==> src/rtl/fetch_queue.sv <==
// Instruction fetch stage: issues sequential word fetches to a 1-cycle imem,
// buffers returned words in a small FIFO, and flushes/restarts on redirect.
module fetch_queue #(
    parameter int unsigned                ADDRESS_WIDTH = 32,
    parameter int unsigned                DATA_WIDTH    = 32,
    parameter int unsigned                DEPTH         = 4,
    parameter logic [ADDRESS_WIDTH-1:0]   RESET_PC      = '0
) (
    input  logic                     clk,
    input  logic                     rst,
    output logic                     imem_req,
    output logic [ADDRESS_WIDTH-1:0] imem_addr,
    input  logic [DATA_WIDTH-1:0]    imem_rdata,
    input  logic                     redirect,
    input  logic [ADDRESS_WIDTH-1:0] redirect_pc,
    output logic                     instr_valid,
    output logic [DATA_WIDTH-1:0]    instr,
    output logic [ADDRESS_WIDTH-1:0] instr_pc,
    input  logic                     instr_ready
);

    localparam int unsigned PTR_W = $clog2(DEPTH);
    localparam int unsigned CNT_W = PTR_W + 1;

    logic [DATA_WIDTH-1:0]    mem_data [DEPTH];
    logic [ADDRESS_WIDTH-1:0] mem_pc   [DEPTH];
    logic [PTR_W-1:0]         rd_ptr;
    logic [PTR_W-1:0]         wr_ptr;
    logic [CNT_W-1:0]         count;
    logic [ADDRESS_WIDTH-1:0] fetch_pc;
    logic [ADDRESS_WIDTH-1:0] inflight_pc;
    logic                     inflight;
    logic                     inflight_epoch;
    logic                     epoch;
    logic                     run;

    logic [CNT_W:0]           used;
    logic                     issue;
    logic                     push;
    logic                     pop;

    // run holds off the first request until the first clock edge after reset release
    always_comb begin
        used        = {1'b0, count} + (CNT_W + 1)'(inflight);
        issue       = run && !redirect && (used < (CNT_W + 1)'(DEPTH));
        push        = inflight && (inflight_epoch == epoch) && !redirect;
        instr_valid = (count != '0) && !redirect;
        pop         = instr_valid && instr_ready;
        imem_req    = issue;
        imem_addr   = fetch_pc;
        instr       = mem_data[rd_ptr];
        instr_pc    = mem_pc[rd_ptr];
    end

    always_ff @(posedge clk or negedge rst) begin
        if (!rst) begin
            run            <= 1'b0;
            fetch_pc       <= RESET_PC;
            inflight       <= 1'b0;
            inflight_epoch <= 1'b0;
            inflight_pc    <= '0;
            epoch          <= 1'b0;
            rd_ptr         <= '0;
            wr_ptr         <= '0;
            count          <= '0;
            for (int unsigned i = 0; i < DEPTH; i++) begin
                mem_data[i] <= '0;
                mem_pc[i]   <= '0;
            end
        end else begin
            run <= 1'b1;
            if (redirect) begin
                fetch_pc <= redirect_pc & ~ADDRESS_WIDTH'(3);
                epoch    <= ~epoch;
                inflight <= 1'b0;
                rd_ptr   <= '0;
                wr_ptr   <= '0;
                count    <= '0;
            end else begin
                inflight       <= issue;
                inflight_epoch <= epoch;
                if (issue) begin
                    inflight_pc <= fetch_pc;
                    fetch_pc    <= fetch_pc + ADDRESS_WIDTH'(4);
                end
                if (push) begin
                    mem_data[wr_ptr] <= imem_rdata;
                    mem_pc[wr_ptr]   <= inflight_pc;
                    wr_ptr           <= wr_ptr + PTR_W'(1);
                end
                if (pop) begin
                    rd_ptr <= rd_ptr + PTR_W'(1);
                end
                if (push && !pop) begin
                    count <= count + CNT_W'(1);
                end else if (pop && !push) begin
                    count <= count - CNT_W'(1);
                end
            end
        end
    end

    no_overflow: assert property (@(posedge clk) disable iff (!rst)
        !(push && (count == CNT_W'(DEPTH))));

endmodule

==> config.mk <==
export PLATFORM = sky130hd
export DESIGN_NAME = fetch_queue
export DESIGN_NICKNAME = d
export VERILOG_FILES = /design/src/rtl/fetch_queue.sv
export SDC_FILE = /design/constraint.sdc
export NUM_CORES = 1
export LEC_CHECK = 0
export BUFFER_PORTS_ARGS = -buffer_cell sky130_fd_sc_hd__buf_4
export CAP_MARGIN = 20
export CORE_UTILIZATION = 53
export CTS_CLUSTER_DIAMETER = 120
export DETAILED_ROUTE_END_ITERATION = 8
export PLACE_DENSITY = 0.77
export SYNTH_ARGS = -nofsm -noshare
export SYNTH_HDL_FRONTEND = slang
export SYNTH_SLANG_ARGS = --single-unit
==> constraint.sdc <==
create_clock -name clk -period 1.85 [get_ports clk]
set_input_delay 0.185 -clock clk [delete_from_list [all_inputs] [get_ports clk]]
set_output_delay 0.185 -clock clk [all_outputs]
set_load 0.005 [all_outputs]
Word-level counts from Yosys, hierarchy flattened
Cells that the tools add are included.
- logic and storage cells: 71
- register bits after elaboration: 331
- input port bits: 68
- output and inout port bits: 98
- reduce and logical (&&, ||, !) cells: 19
- $lt $le $gt $ge: 4
- bitwise logic cells: 4
- multiplexer cells: 20
- equality and inequality tests: 1
- add/subtract/negate cells: 6
- operators with widths (operator ; number):
    128-bit bitwise mux ; 2
    32-bit two-way mux ; 7
    32-bit binary-select mux with 2-bit select ; 2
    32-bit demux with 2-bit select ; 1
    32-bit by 3-bit adder with 32-bit output, second input constant ; 1
    1-bit logical AND ; 9
    3-bit two-way mux ; 3
    2-bit two-way mux ; 4
    3-bit >= comparator, second input constant ; 2
    2-bit inverter with 3-bit output ; 2
    2-bit nonzero test ; 3
    3-bit nonzero test ; 2
    2-bit by 1-bit adder with 2-bit output, second input constant ; 2
    3-bit by 1-bit adder with 4-bit output ; 1
    4-bit by 3-bit < comparator with 1-bit output, second input constant ; 1
    2-bit AND reduction ; 2
    3-bit by 1-bit adder with 3-bit output, second input constant ; 1
    1-bit zero test ; 3
    3-bit by 1-bit < comparator with 1-bit output, second input constant ; 1
    3-bit by 1-bit subtractor with 3-bit output, second input constant ; 1
    1-bit inverter ; 2
    1-bit equality test ; 1
    1-bit two-way mux ; 1

Logic depth before layout (Yosys ltp)
- word-level depth: 8
- mapped depth: 8

Worst setup path after synthesis
No wires, ideal clock.
- path type: input -> register
- start point: in redirect
- end point: reg count[2]
- arrival: 1.979 ns
- stages on the path: 7
- library setup time: 0.094 ns
- required time: 1.756 ns
- slack: -0.223 ns
- cell sequence: buf_2 > clkbuf_1 > clkbuf_1 > nor3_1 > fa_1 > o311a_1 > a211oi_1
- word-level cells in the longest chain between the ends: 7
- ends and longest elaborated chain (item ; line ; text):
    start: declaration ; 14 ; input logic redirect,
    1-bit zero test ; 46, 47 ;
    1-bit logical AND ; 47 ; instr_valid = (count != '0) && !redirect;
    1-bit logical AND ; 48 ; pop = instr_valid && instr_ready;
    1-bit zero test ; 94 ; if (push && !pop) begin
    1-bit logical AND ; 94 ;
    3-bit two-way mux ; 94 ;
    3-bit two-way mux ; 72 ; if (redirect) begin
    end signal: assignment ; 95 ; count <= count + CNT_W'(1);
    end signal: assignment ; 97 ; count <= count - CNT_W'(1);
    end: declaration ; 29 ; logic [CNT_W-1:0] count;
Parallel ways exist; a longest one is shown, timed or not.
A chain may end at the register's enable or synchronous reset.

Worst setup path in the final report
- start point: reg rd_ptr[0]
- end point: out instr[16]
- word-level cells in the longest chain between the ends: 4
- ends and longest elaborated chain (item ; line ; text):
    start: declaration ; 27 ; logic [PTR_W-1:0] rd_ptr;
    start signal: assignment ; 92 ; rd_ptr <= rd_ptr + PTR_W'(1);
    2-bit inverter with 3-bit output (implied by the code) ; 51 ; instr = mem_data[rd_ptr];
    32-bit binary-select mux with 2-bit select ; 51 ;
    32-bit two-way mux (implied by the code) (2 in series) ; 51 ;
    end: declaration ; 17 ; output logic [DATA_WIDTH-1:0] instr,
Every way passes these cells. The select of a mux whose other input is x is not followed.

==> impl_metrics.tcl <==
set metrics [dict create \
    status "complete, but fails checks" \
    violations "design-rule violations, negative setup slack" \
    numCtsBuffers 35 \
    crit_path_end_kind "output pin" \
    nFillCells 1672 \
    synth_top_area_cell "dfrtp_1" \
    clockBufferDepth 3 \
    antenna_left 0 \
    yosysTopAreaCellShare_pct 56.18 \
    clock_sinks 319 \
    fin_area_um2 18750 \
    cts_tree "built" \
    ys.flop_type "dfrtp_1" \
    rsz0062_at_grt "yes" \
    rr_worst_depth 6 \
    place_ws_ns -0.006690 \
    drive_above_1_share_pct 30.17 \
    antenna_found_initial 0 \
    ir_drop_mv 0.6007 \
    drc 11 \
    postPlaceCellArea_um2 16340 \
    hp-class "in2reg" \
    port_buffers 159 \
    multiInputGateArea_um2 6007 \
    start_kind "register" \
    crit_family "multiplexers" \
    crit_buf_inv 3 \
    slew_viol_final 0 \
    maxCapViolations 0 \
    dp.cells 1508 \
    grt_pass1_vias 10300 \
    yosysWarnings 0 \
    io_pins 166 \
    worstSetupPathType "reg2out" \
    insertedDiodeCount 0 \
    synthTopCellsByArea "dfrtp_1 (56%), mux2_1 (20%), mux4_2 (9.8%)" \
    die_area_um2 27470 \
    stdcell_count 1654 \
    grt_pass1_wl_um 55580 \
    hold-path-cell-count 3 \
    skew_ns 0.02347 \
    ys_types 62 \
    synth-seq-area-share_pct 56.18 \
    synth-edff-count 0 \
    crit_top_cell "buf_6" \
    cp.required_ns 1.66 \
    drt_iter0_drc 629 \
    num_rows 59 \
    seq_area_um2 7990 \
    die_x_um 165.7 \
    hold_ws_ns 0.05862 \
    synth_seq_cells 319 \
    wl_um 34560 \
    power.density_nw_per_um2 1259 \
    nNetsFinal 1368 \
    syn2layout_area_growth_pct 31.98 \
    coreArea_um2 26210 \
    cp_slowest_cell "mux4_2" \
    drt_pass1_iterations 7 \
    syn_area_um2 14210 \
    avgViaCountPerCell 5.818 \
    finalCritPeriodShare_pct 116.1 \
    worst-path-max-fanout 8 \
    die_h_um 165.7 \
    post-route-util_pct 71.56 \
    initial_utilization_pct 54.22 \
    cp_num_cells 4 \
    hold_end "count[2]" \
    wl_per_cell_um 20.89 \
    async_reset_ff_share_pct 100.0 \
    grt_overflow 0 \
    p_leak_nw 9.178 \
    hold_start "redirect" \
    finalHoldViolCount 0 \
    clk_pin_slew_worst_paths_ns 0.06 \
    cp.arrival_ns 1.96 \
    syn_area_per_cell_um2 14.15 \
    worstSkewPairLatency_ns 0.52 \
    timing.slew.headroom_pct 60.47 \
    dp_hpwl_um 20260 \
    r2r_end "imem_addr[27]" \
    routabilityCongestion 0.8540 \
    fmax_ghz 0.4656 \
    path_cells "buf_6 > buf_16 > mux4_2 > buf_6" \
    slowest_delay_ns 0.54 \
    vias 9623 \
    fin_crit_ns 2.148 \
    root_buffer "clkbuf_16" \
    r2r_setup_slack_ns 0.04 \
    r2r_start "imem_addr[2]" \
    h-tree-depth 2 \
    tightest_slew_ns 0.5923 \
    syn_inst 1004 \
    grt_max_degree 67 \
    timing.final.ws_setup_ns -0.2979 \
    grt_usage_pct 25.69 \
    setup_viol 62 \
]
-- worst min-delay path: cells and delay by family --
family	cells	cell delay, ns
buffers and inverters	2	0.30
AO/OA/AOI/OAI	1	0.04
-- metrics by stage --
step | power, W | TNS, ns
final | 0.02361 | -16.37
after global routing | 0.02480 | -19.80
after CTS | 0.02352 | -16.26
after detailed placement | 0.01584 | -0.006690
after global placement | 0.01557 | 0
after floorplan | 0.01286 | 0
-- layout make-up --
type,instances,area share (%)
Clock buffer,50,5.411
Sequential cell,319,42.61
Inverter,7,0.1535
Clock inverter,12,0.6005
Timing Repair Buffer,314,16.96
Tap cell,335,2.235
Multi-Input combinational cell,617,32.03
-- synthesized netlist by cell type (7+ instances only) --
cell type	number
a31oi_1	8
buf_2	38
clkbuf_1	16
dfrtp_1	319
mux2_1	248
mux4_2	62
nand2_1	122
nand3_1	21
nand4_1	7
nor2_1	24
o21ai_0	14
o21ai_1	9
-- worst max path at each step --
stage,start,to,slack [ns]
after floorplan,redirect,count[2],0.003
after global placement,count[1],imem_addr[19],0.03
after detailed placement,count[1],count[2],-0.007
after CTS,rd_ptr[0],instr[31],-0.30
after global routing,rd_ptr[0],instr[16],-0.35
final,rd_ptr[0],instr[16],-0.30
-- what timing repair did --
action	in CTS	in global routing
setup buffers	8	3
pin swaps	2	4
endpoints found under the hold margin	303	0
cloned	5	6
hold buffers	63	0
gates resized for setup	57	19
endpoints found under the setup margin	67	199
-- placed cells by master, fill, tap and decap left out, types with 5 or more instances in the layout --
master and instances:
conb_1 5, dfrtp_1 317, buf_6 50, mux2_1 248
clkbuf_16 43, nor2_1 22, nand2_1 122, o21ai_0 13
a31oi_1 8, and3_1 5, buf_12 18, inv_1 6
nand3b_1 5, buf_4 169, dlygate4sd3_1 63, nand4_1 7
clkbuf_1 9, clkinv_2 9, o21ai_1 10, nand3_1 18
buf_16 7, a21oi_1 5, o211ai_1 6, mux4_2 62
-- flip-flops by register name (all words and copies together) (netlist names) --
register,count
rd_ptr,2
mem_pc,120
run,1
epoch,1
inflight_epoch,1
inflight,1
imem_addr,30
count,3
mem_data,128
inflight_pc,30
wr_ptr,2
-- per-layer routing --
metal  vias to the layer above  GRT usage [%]  share of wire, %
li1                       4229              -                 -
met1                      5019          34.45                43
met2                       313          43.24                50
met3                        62          4.600               5.1
met4                         0          7.436               2.1
met5                         -              0                 0
-- power breakdown --
group | internal (W) | total (W) | switching [W]
combinational | 0.00426 | 0.00700 | 0.00274
sequential | 0.00869 | 0.00980 | 0.00111
clock | 0.00410 | 0.00680 | 0.00271
total | 0.0170 | 0.0236 | 0.00656
-- kinds of logic after synthesis --
logic type,after synthesis,share of synthesized area [%]
muxes,312,29.63
and+or+nand+nor,218,7.441
DFF,319,56.18
AOI/OAI and AO/OA,68,3.276
xor gates and xnor gates,8,0.4932
buffers and inverters,71,2.342
other,2,0.05286
adders and majority gates,6,0.5812
(Power assumes the default switching activity.)
